==> src/rtl/spi_request_arbiter_pkg.sv <==
// Shared definitions for the SPI request arbiter: FSM states, device select codes,
// operation kinds and the fixed frame layout constants.
package spi_request_arbiter_pkg;

    typedef enum logic [2:0] {
        ST_IDLE    = 3'd0,
        ST_START   = 3'd1,
        ST_WAIT_HI = 3'd2,
        ST_WAIT_LO = 3'd3,
        ST_DONE    = 3'd4
    } arb_state_e;

    typedef enum logic [1:0] {
        OP_DAC_WR = 2'd0,
        OP_ADC_WR = 2'd1,
        OP_ADC_RD = 2'd2
    } arb_op_e;

    localparam logic [1:0] DEV_DAC        = 2'd0;
    localparam logic [1:0] DEV_ADC        = 2'd1;
    localparam logic [2:0] DAC_CMD_PREFIX = 3'b011;
    localparam int         ADC_RW_BIT     = 23;
    localparam int         FRAME_W        = 24;
    localparam int         TMR_W          = 16;

endpackage

==> src/rtl/spi_request_arbiter_frame_builder.sv <==
// Combinational mapping from the granted operation to the 24-bit SPI frame.
module spi_request_arbiter_frame_builder
    import spi_request_arbiter_pkg::*;
(
    input  arb_op_e              op,
    input  logic [4:0]           dac_address,
    input  logic [11:0]          dac_data,
    input  logic [12:0]          adc_address,
    input  logic [7:0]           adc_data,
    output logic [FRAME_W-1:0]   frame
);

    always_comb begin
        frame = '0;
        case (op)
            OP_DAC_WR: frame = {DAC_CMD_PREFIX, dac_address, dac_data, 4'b0000};
            OP_ADC_WR: frame = {1'b0, 2'b00, adc_address, adc_data};
            OP_ADC_RD: begin
                // Read frames carry no payload; the master clocks the reply into the low byte.
                frame             = {1'b0, 2'b00, adc_address, 8'h00};
                frame[ADC_RW_BIT] = 1'b1;
            end
            default:   frame = '0;
        endcase
    end

endmodule

==> src/rtl/spi_request_arbiter.sv <==
// Round-robin arbiter sharing one SPI master between the DAC and ADC paths.
// Optional busy-phase timeout is enabled with the SPI_ARB_TIMEOUT_EN macro.
module spi_request_arbiter
    import spi_request_arbiter_pkg::*;
#(
    parameter int TIMEOUT_CYCLES = 4096
) (
    input  logic                clk,
    input  logic                reset_n,
    input  logic                dac_request_write,
    input  logic [4:0]          dac_address,
    input  logic [11:0]         dac_data,
    output logic                dac_ack,
    input  logic                adc_request_write,
    input  logic                adc_request_read,
    input  logic [15:0]         adc_address,
    input  logic [7:0]          adc_data,
    output logic                adc_ack,
    output logic [7:0]          adc_data_readback,
    output logic                adc_readback_valid,
    output logic                spi_busy,
    output logic                spi_start,
    output logic [1:0]          spi_dev_sel,
    output logic [FRAME_W-1:0]  spi_tx_frame,
    input  logic [7:0]          spi_rx_byte,
    input  logic                spi_master_busy,
    output logic                spi_error,
    output logic [2:0]          dbg_state
);

    // Handshake: each request level is a valid that stays high until accepted; the
    // one-cycle ack is the accept, and a request still high two cycles later is new.
    arb_state_e          state_q, state_d;
    logic [1:0]          last_grant_q, last_grant_d;
    arb_op_e             op_q, op_d, grant_op;
    logic [FRAME_W-1:0]  frame_q, frame_d, new_frame;
    logic [1:0]          dev_sel_q, dev_sel_d;
    logic                dac_ack_q, dac_ack_d;
    logic                adc_ack_q, adc_ack_d;
    logic [7:0]          rb_q, rb_d;
    logic                rb_valid_q, rb_valid_d;
    logic                dac_pend, adc_pend, grant_dac, grant_adc;
    logic                unused_addr_hi;

    assign unused_addr_hi = ^adc_address[15:13];

    assign dac_pend  = dac_request_write;
    assign adc_pend  = adc_request_write | adc_request_read;
    assign grant_dac = dac_pend && (!adc_pend || (last_grant_q == DEV_ADC));
    assign grant_adc = adc_pend && !grant_dac;
    assign grant_op  = grant_dac ? OP_DAC_WR : (adc_request_write ? OP_ADC_WR : OP_ADC_RD);

    spi_request_arbiter_frame_builder u_frame_builder (
        .op          (grant_op),
        .dac_address (dac_address),
        .dac_data    (dac_data),
        .adc_address (adc_address[12:0]),
        .adc_data    (adc_data),
        .frame       (new_frame)
    );

`ifdef SPI_ARB_TIMEOUT_EN
    logic [TMR_W-1:0] timer_q, timer_d;
    logic             error_q, error_d;
    logic             tmo_hit;

    assign tmo_hit = (timer_q == TMR_W'(TIMEOUT_CYCLES - 1));
`else
    localparam int unused_timeout_cycles = TIMEOUT_CYCLES;
`endif

    always_comb begin
        state_d      = state_q;
        last_grant_d = last_grant_q;
        op_d         = op_q;
        frame_d      = frame_q;
        dev_sel_d    = dev_sel_q;
        dac_ack_d    = 1'b0;
        adc_ack_d    = 1'b0;
        rb_d         = rb_q;
        rb_valid_d   = 1'b0;
`ifdef SPI_ARB_TIMEOUT_EN
        timer_d      = timer_q;
        error_d      = error_q;
`endif
        case (state_q)
            ST_IDLE: begin
                if (grant_dac || grant_adc) begin
                    frame_d      = new_frame;
                    dev_sel_d    = grant_dac ? DEV_DAC : DEV_ADC;
                    last_grant_d = grant_dac ? DEV_DAC : DEV_ADC;
                    op_d         = grant_op;
                    dac_ack_d    = grant_dac;
                    adc_ack_d    = grant_adc;
                    state_d      = ST_START;
`ifdef SPI_ARB_TIMEOUT_EN
                    error_d      = 1'b0;
`endif
                end
            end
            ST_START: begin
                state_d = ST_WAIT_HI;
`ifdef SPI_ARB_TIMEOUT_EN
                timer_d = '0;
`endif
            end
            ST_WAIT_HI: begin
                if (spi_master_busy) begin
                    state_d = ST_WAIT_LO;
`ifdef SPI_ARB_TIMEOUT_EN
                    timer_d = '0;
                end else if (tmo_hit) begin
                    state_d = ST_IDLE;
                    error_d = 1'b1;
                end else begin
                    timer_d = timer_q + 1'b1;
`endif
                end
            end
            ST_WAIT_LO: begin
                if (!spi_master_busy) begin
                    if (op_q == OP_ADC_RD) rb_d = spi_rx_byte;
                    state_d = ST_DONE;
`ifdef SPI_ARB_TIMEOUT_EN
                end else if (tmo_hit) begin
                    state_d = ST_IDLE;
                    error_d = 1'b1;
                end else begin
                    timer_d = timer_q + 1'b1;
`endif
                end
            end
            ST_DONE: begin
                rb_valid_d = (op_q == OP_ADC_RD);
                state_d    = ST_IDLE;
            end
            default: state_d = ST_IDLE;
        endcase
    end

    always_ff @(posedge clk or negedge reset_n) begin
        if (!reset_n) begin
            state_q      <= ST_IDLE;
            last_grant_q <= DEV_ADC;
            op_q         <= OP_DAC_WR;
            frame_q      <= '0;
            dev_sel_q    <= DEV_DAC;
            dac_ack_q    <= 1'b0;
            adc_ack_q    <= 1'b0;
            rb_q         <= 8'h00;
            rb_valid_q   <= 1'b0;
        end else begin
            state_q      <= state_d;
            last_grant_q <= last_grant_d;
            op_q         <= op_d;
            frame_q      <= frame_d;
            dev_sel_q    <= dev_sel_d;
            dac_ack_q    <= dac_ack_d;
            adc_ack_q    <= adc_ack_d;
            rb_q         <= rb_d;
            rb_valid_q   <= rb_valid_d;
        end
    end

`ifdef SPI_ARB_TIMEOUT_EN
    always_ff @(posedge clk or negedge reset_n) begin
        if (!reset_n) begin
            timer_q <= '0;
            error_q <= 1'b0;
        end else begin
            timer_q <= timer_d;
            error_q <= error_d;
        end
    end

    assign spi_error = error_q;
`else
    assign spi_error = 1'b0;
`endif

    assign spi_start          = (state_q == ST_START);
    assign spi_busy           = (state_q != ST_IDLE);
    assign spi_tx_frame       = frame_q;
    assign spi_dev_sel        = dev_sel_q;
    assign dac_ack            = dac_ack_q;
    assign adc_ack            = adc_ack_q;
    assign adc_data_readback  = rb_q;
    assign adc_readback_valid = rb_valid_q;
    assign dbg_state          = state_q;

endmodule
==> config.mk <==
export PLATFORM = sky130hd
export DESIGN_NAME = spi_request_arbiter
export DESIGN_NICKNAME = d
export VERILOG_FILES = /design/src/rtl/spi_request_arbiter_pkg.sv /design/src/rtl/spi_request_arbiter_frame_builder.sv /design/src/rtl/spi_request_arbiter.sv
export SDC_FILE = /design/constraint.sdc
export NUM_CORES = 1
export LEC_CHECK = 0
export ABC_AREA = 1
export CORE_ASPECT_RATIO = 1.1
export CORE_MARGIN = 2
export CORE_UTILIZATION = 43
export CTS_CLUSTER_SIZE = 28
export DETAILED_ROUTE_END_ITERATION = 12
export GPL_ROUTABILITY_DRIVEN = 0
export PLACE_DENSITY = 0.85
export SLEW_MARGIN = 5
export SYNTH_ARGS = -nofsm -noshare
export SYNTH_HDL_FRONTEND = slang
export SYNTH_SLANG_ARGS = --single-unit
==> constraint.sdc <==
create_clock -name clk -period 3.2 [get_ports clk]
set_input_delay 0.32 -clock clk [delete_from_list [all_inputs] [get_ports clk]]
set_output_delay 0.32 -clock clk [all_outputs]
set_load 0.005 [all_outputs]
==> PnR_summary.wiki, run 1 <==
{| class="wikitable"
! Metric !! Value
|-
| Htree depth || 2
|-
| Site Rows || 25
|-
| Combined area of all synthesized cells || between 1500 and 2000 sq um
|-
| Met1 capacity usage during global routing || roughly 25%
|-
| Synthesized area per cell || about 8.7 sq um
|-
| First element of the critical path || dbg_state[1]
|-
| Setup slack on the worst flop-to-flop path || ~1.5 ns
|-
| Via count of the routed design || roughly 1,800
|-
| Fraction of the core area covered by cells at the end of the flow || around two thirds
|-
| Maximum root-to-sink buffer count || 2
|-
| Placeable core region || ~4300 sq um
|-
| Initial antenna violation count || 0
|-
| Post-CTS Setup Repair Bufs || 0
|-
| Initial core utilization || 45.0%
|-
| Cell types with the highest counts after synthesis || 67 x nand2_1, 47 x nand3_1, 39 x dfrtp_1
|-
| Detailed-router iteration count before antenna repair || 4
|-
| Maximum number of pins on one net before global-route repair || about 40
|-
| Setup TNS || 0 ns
|-
| Post-layout minimum cycle time || around 1.9 ns
|-
| Fmax achieved || about 530 MHz
|-
| CP Capture Type || primary output
|-
| Number of nets in the final layout || 369
|-
| Most frequently used flop master after synthesis || dfrtp_1
|-
| Seq/Total Area, Yosys || approximately half
|-
| Number of buffers added by the clock tree synthesis step || 5
|-
| Die extent in y || 74.8 microns
|-
| Status || finished clean
|-
| Yosys Warn Count || 0
|-
| Final antenna diode count || 0
|-
| Via count of the first global-routing pass || 1,744
|-
| Post-layout instance count excluding filler cells || ~370
|-
| Worst hold slack after final layout || approximately 0.14 ns
|-
| Relative slew slack || between 40% and 50%
|-
| GRT Util Overall || 20.4%
|-
| Unrepaired setup endpoints after global routing || false
|-
| Yosys cell types || 20
|-
| Worst setup path category || reg -> out
|-
| Die width || 68.3 microns
|-
| Full die area || between 5000 and 6000 sq um
|-
| Number of failing setup endpoints in the final timing report || 0
|-
| Most utilized layer in the global route result || met2
|-
| First-pass GRT wire length || about 7.8 mm
|-
| Setup slack at placement || 1.10 ns
|-
| Total global routing overflow || 0
|-
| Root buf cell || clkbuf_8
|-
| Met2 Use GR || 34.3%
|-
| # hold bufs at CTS || 0
|-
| Leak Pwr || ~1.4 nW
|-
| Number of slew-limit violations in the final report || 0
|-
| Ratio of cells with drive above 1 in the final layout || around 7.3%
|-
| Critical path startpoint category || register
|-
| Sink count of the clock tree || 40
|-
| Synth top area share || between 40% and 50%
|-
| Post-synthesis register bit count || 40
|-
| Reg2Reg Launch Point || dbg_state[0]
|-
| Clock edge transition at the registers on the reported setup and hold paths || roughly 0.080 ns
|-
| Synth async-reset ratio || 100%
|-
| Actual slew at the worst max-slew pin || ~0.86 ns
|-
| Detailed placement HPWL || approximately 3.6 mm
|-
| Final routed DRC violation total || 0
|-
| Overall power consumption || between 2 and 2.5 mW
|-
| Count of endpoints failing hold in the final timing report || 0
|-
| Top fanout value on the critical path || 7
|-
| Signal arrival time at the worst endpoint || between 1.5 and 2 ns
|-
| Clock tree from TritonCTS || yes
|-
| Max-capacitance violation count || 0
|-
| First-iteration detailed-routing DRC count || between 80 and 90
|-
| Clock latency at the later pin of the worst-skew pair || about 0.28 ns
|-
| Ranking of synthesized cells by area || dfrtp_1 50%, nand2_1 13%, nand3_1 12%
|-
| Ports placed on the boundary || 98
|-
| Worst min-delay path category || in -> async
|-
| Placed insts || roughly 360
|-
| Final standard cell area without fillers || 2960 sq um
|-
| Smallest setup slack after layout || 1.30 ns
|-
| Count of instances resized after the clock tree is built || 0
|-
| Vias/cell || ~4.9
|-
| Growth of design area from synthesis to finish || 50.9%
|-
| EDFF count, synth || 0
|-
| Cell area after placement || 2840 sq um
|-
| Worst IR drop on VDD || 0.459 mV
|-
| Number of I/O port buffers || 92
|-
| Cell type with the highest aggregate area in the netlist || dfrtp_1
|-
| Most instantiated library cell after synthesis || nand2_1
|-
| Post-route clock skew || approximately 0.0097 ns
|-
| WL per Instance || ~13 microns
|-
| Power density over cell area || a little over 800 nW/um^2
|-
| Number of cells produced by synthesis || about 230
|-
| Met3 track utilization from global routing || 5.68%
|-
| Ratio of final minimum period to clock period || around three fifths
|-
| Number of nets with antenna violations after routing || 0
|-
| Post-Route WL || 4.86 mm
|-
| Required time at the endpoint of the critical path || between 2 and 3 ns
|}
## final cells by class
cell class / count / area (sq um)
fill: 367 / 1390
clock inverter: 3 / 42.5
inverter: 25 / 93.8
clock buffer: 5 / 68.8
tap: 54 / 67.6
timing repair buffer: 92 / 916
sequential: 40 / 1000
multi-input combinational: 150 / 764
## cell families after synthesis
| logic type | Yosys count | synth area share (%) |
|---|---|---|
| AOI/OAI and AO/OA | 10 | 4.41 |
| DFF | 40 | 51.2 |
| and+or+nand+nor | 138 | 34.2 |
| other | 1 | 0.192 |
| buffers and inverters | 37 | 9.97 |
## path summary, 6_finish.rpt
path,to,cells after the start
min reg2reg,adc_data_readback[1],2
max,spi_busy,3
max reg2reg,spi_tx_frame[16],6
min in group clk,adc_data_readback[1],2
min,dbg_state[2],1
max in group asynchronous,spi_tx_frame[10],1
## worst max-delay path: stages, from the launching register on
cell and delay, ns:
dfrtp_1 0.50, inv_1 0.10, nand2_1 0.15, clkdlybuf4s50_1 0.53
## where the power goes
group	internal (mW)	switching, mW	total [mW]
clock network	0.231	0.169	0.399
registers	0.738	0.138	0.876
logic	0.631	0.550	1.18
## layout by cell type (no fill, tap or decap)
| cell type | n |
|---|---|
| clkbuf_8 | 5 |
| o21ai_4 | 2 |
| nor4_1 | 1 |
| buf_2 | 1 |
| o21ai_0 | 6 |
| nand3_1 | 47 |
| dfstp_2 | 1 |
| inv_2 | 2 |
| inv_1 | 23 |
| clkinv_2 | 1 |
| bufinv_16 | 1 |
| nand2_1 | 67 |
| clkinvlp_4 | 1 |
| clkdlybuf4s50_1 | 91 |
| conb_1 | 2 |
| dfrtp_1 | 39 |
| nor2_1 | 4 |
| a21oi_2 | 1 |
| nand4_1 | 5 |
| o21a_4 | 1 |
| nand2_4 | 3 |
| nor2_4 | 4 |
| nand3b_1 | 7 |
## metal layers
metal,routed length (microns),up-vias
met5,0,-
met4,91,0
met2,2360,63
met1,2020,846
li1,-,895
met3,389,10
## flip-flops by register name, indices dropped and copies added (netlist names)
register and cells:
dac_ack 1, adc_data_readback 8, adc_readback_valid 1, dbg_state 3, spi_tx_frame 22, op_q 2
adc_ack 1, last_grant_q 1, spi_dev_sel 1
(Power assumes the default switching activity.)
==> run 2: changes to the inputs <==
Settings changed: CORE_UTILIZATION 43 to 36, PLACE_DENSITY 0.85 to 0.76.
Clock period 3.2 ns to 1.6 ns, I/O delays scaled along.
==> run 2 against run 1 <==
Clock power rose by 120%. Final cell count is 11% higher. Via count up 4.3%. Sequential cell count is the same. Die area up 18%. Hold slack improved by 0.21 ns. Combinational power increased by 120%. Final area grew 7.3%. Clock-buffer cell count rose by 2. Wire length rose by 3.6%. Non-clock buffer count grew 19. Critical endpoint is now dbg_state[1]. Largest cell class is now non-clock buffers. Highest routed layer unchanged.
==> PnR_summary.wiki, run 2 (same netlist as run 1, synthesis figures left out) <==
{| class="wikitable"
! Metric !! Value
|-
| Growth of design area from synthesis to finish || 62.0%
|-
| Htree depth || 2
|-
| Most frequent CP cell || buf_4
|-
| Root buf cell || clkbuf_8
|-
| Status || finished clean
|-
| Number of I/O port buffers || a little over 90
|-
| Ratio of final minimum period to clock period || a little over nine tenths
|-
| Post-layout minimum cycle time || roughly 1.6 ns
|-
| Reg2Reg Launch Point || dbg_state[2]
|-
| Final routed DRC violation total || 0
|-
| Crit path cell chain || buf_4, buf_4, clkdlybuf4s50_1
|-
| Setup slack on the worst flop-to-flop path || ~0.17 ns
|-
| CP Capture Type || primary output
|-
| Sink count of the clock tree || 40
|-
| Power density over cell area || roughly 1600 nW/um^2
|-
| Post-Route WL || ~5 mm
|-
| WL per Instance || 12.3 microns
|-
| Ports placed on the boundary || a little under 100
|-
| Setup slack at placement || -0.0340 ns
|-
| Post-layout instance count excluding filler cells || ~410
|-
| Vias/cell || 4.63
|-
| Largest register FFs || 22
|-
| Fmax achieved || 643 MHz
|-
| Number of buffers added by the clock tree synthesis step || 5
|-
| Die width || roughly 74 microns
|-
| Number of slew-limit violations in the final report || 0
|-
| Worst setup path category || reg -> out
|-
| Die extent in y || ~80 microns
|-
| Post-route clock skew || approximately 0.0058 ns
|-
| Total global routing overflow || 0
|-
| Placeable core region || roughly 5300 sq um
|-
| Initial antenna violation count || 0
|-
| Via count of the routed design || 1,892
|-
| Max-capacitance violation count || 0
|-
| Clock latency at the later pin of the worst-skew pair || around 0.29 ns
|-
| Actual slew at the worst max-slew pin || approximately 0.52 ns
|-
| First-pass GRT wire length || just under 8 mm
|-
| Count of endpoints failing hold in the final timing report || 0
|-
| GRT Util Overall || approximately 17%
|-
| Leak Pwr || between 1.5 and 2 nW
|-
| Required time at the endpoint of the critical path || around 1.4 ns
|-
| Clock tree from TritonCTS || yes
|-
| Number of nets with antenna violations after routing || 0
|-
| Relative slew slack || between 60% and 70%
|-
| Most common cell after layout, fill and taps aside || clkdlybuf4s50_1
|-
| Highest-count cells in the layout ignoring fill and taps || 89 x clkdlybuf4s50_1, 66 x nand2_1, 47 x nand3_1
|-
| Signal arrival time at the worst endpoint || 1.40 ns
|-
| Worst min-delay path category || in -> async
|-
| First-iteration detailed-routing DRC count || 75
|-
| Critical path startpoint category || register
|-
| Family with the most delay on the worst path || buffers and inverters
|-
| Smallest setup slack after layout || between 0.04 and 0.05 ns
|-
| Worst hold slack after final layout || between 0.3 and 0.4 ns
|-
| Number of buffers and inverters on the critical path || 3
|-
| Worst IR drop on VDD || approximately 0.73 mV
|-
| Via count of the first global-routing pass || roughly 1,800
|-
| Placed insts || between 300 and 400
|-
| Final antenna diode count || 0
|-
| Maximum root-to-sink buffer count || 2
|-
| Detailed-router iteration count before antenna repair || 4
|-
| Largest stage delay on the critical path || about 0.44 ns
|-
| Initial core utilization || 36.8%
|-
| Number of filler instances in the final layout || between 400 and 500
|-
| Number of nets in the final layout || ~390
|-
| Top fanout value on the critical path || 3
|-
| Fraction of the core area covered by cells at the end of the flow || around three fifths
|-
| Maximum number of pins on one net before global-route repair || 23
|-
| Cell type of the slowest stage on the worst timing path || clkdlybuf4s50_1
|-
| Unrepaired setup endpoints after global routing || false
|-
| First element of the critical path || dbg_state[1]
|-
| Clock edge transition at the registers on the reported setup and hold paths || approximately 0.070 ns
|-
| Number of failing setup endpoints in the final timing report || 0
|-
| Detailed placement HPWL || about 3.8 mm
|-
| Full die area || approximately 6000 sq um
|-
| Overall power consumption || 5.23 mW
|-
| Site Rows || 28
|-
| Ratio of cells with drive above 1 in the final layout || between 10% and 20%
|}
-- run 2: where the power goes --
| part | switching [mW] | internal, mW | leakage (nW) |
|---|---|---|---|
| clock network | 0.334 | 0.550 | 0.0645 |
| logic | 1.15 | 1.45 | 0.973 |
| registers | 0.266 | 1.48 | 0.503 |
| total | 1.75 | 3.48 | 1.54 |
-- run 2: cell type report --
type	count	area (sq um)	area share (%)
inverter	25	93.8	2.96
clock buffer	7	96.3	3.04
multi-input combinational	150	774	24.4
clock inverter	1	30.0	0.947
timing repair buffer	111	1080	34.0
tap	75	93.8	2.96
sequential	40	1000	31.7
-- run 2: per-layer routing --
| layer | up-vias | global-route usage [%] | part of all wire, % |
|---|---|---|---|
| li1 | 933 | - | - |
| met1 | 879 | 21.0 | 41 |
| met2 | 75 | 29.6 | 51 |
| met3 | 5 | 3.47 | 6.7 |
| met4 | 0 | 4.82 | 0.95 |
| met5 | - | 0 | 0 |
-- run 2: final timing paths --
path                                   endpoint  cells after the start
min in group clk           adc_data_readback[1]                      3
setup / recovery                   dbg_state[1]                      3
hold / removal               adc_readback_valid                      2
max in group asynchronous       last_grant_q[0]                      3
setup reg to reg                spi_tx_frame[6]                      7
hold reg to reg                  spi_dev_sel[0]                      2
-- run 2: what timing repair did --
item | 4_1_cts | 5_1_grt
setup endpoints to repair | 2 | 2
hold buffers | 1 | 0
buffers inserted | 2 | 2
gates cloned | 0 | 0
hold endpoints to repair | 17 | 0
gates resized for setup | 4 | 3
pin swaps | 0 | 1
-- run 2: metrics by stage --
step           area (sq um)  TNS [ns]
5_1_grt                3170         0
6_report               3170         0
3_5_place_dp           2990   -0.0402
4_1_cts                3150  -0.00237
3_3_place_gp           2990         0
2_1_floorplan          1960         0
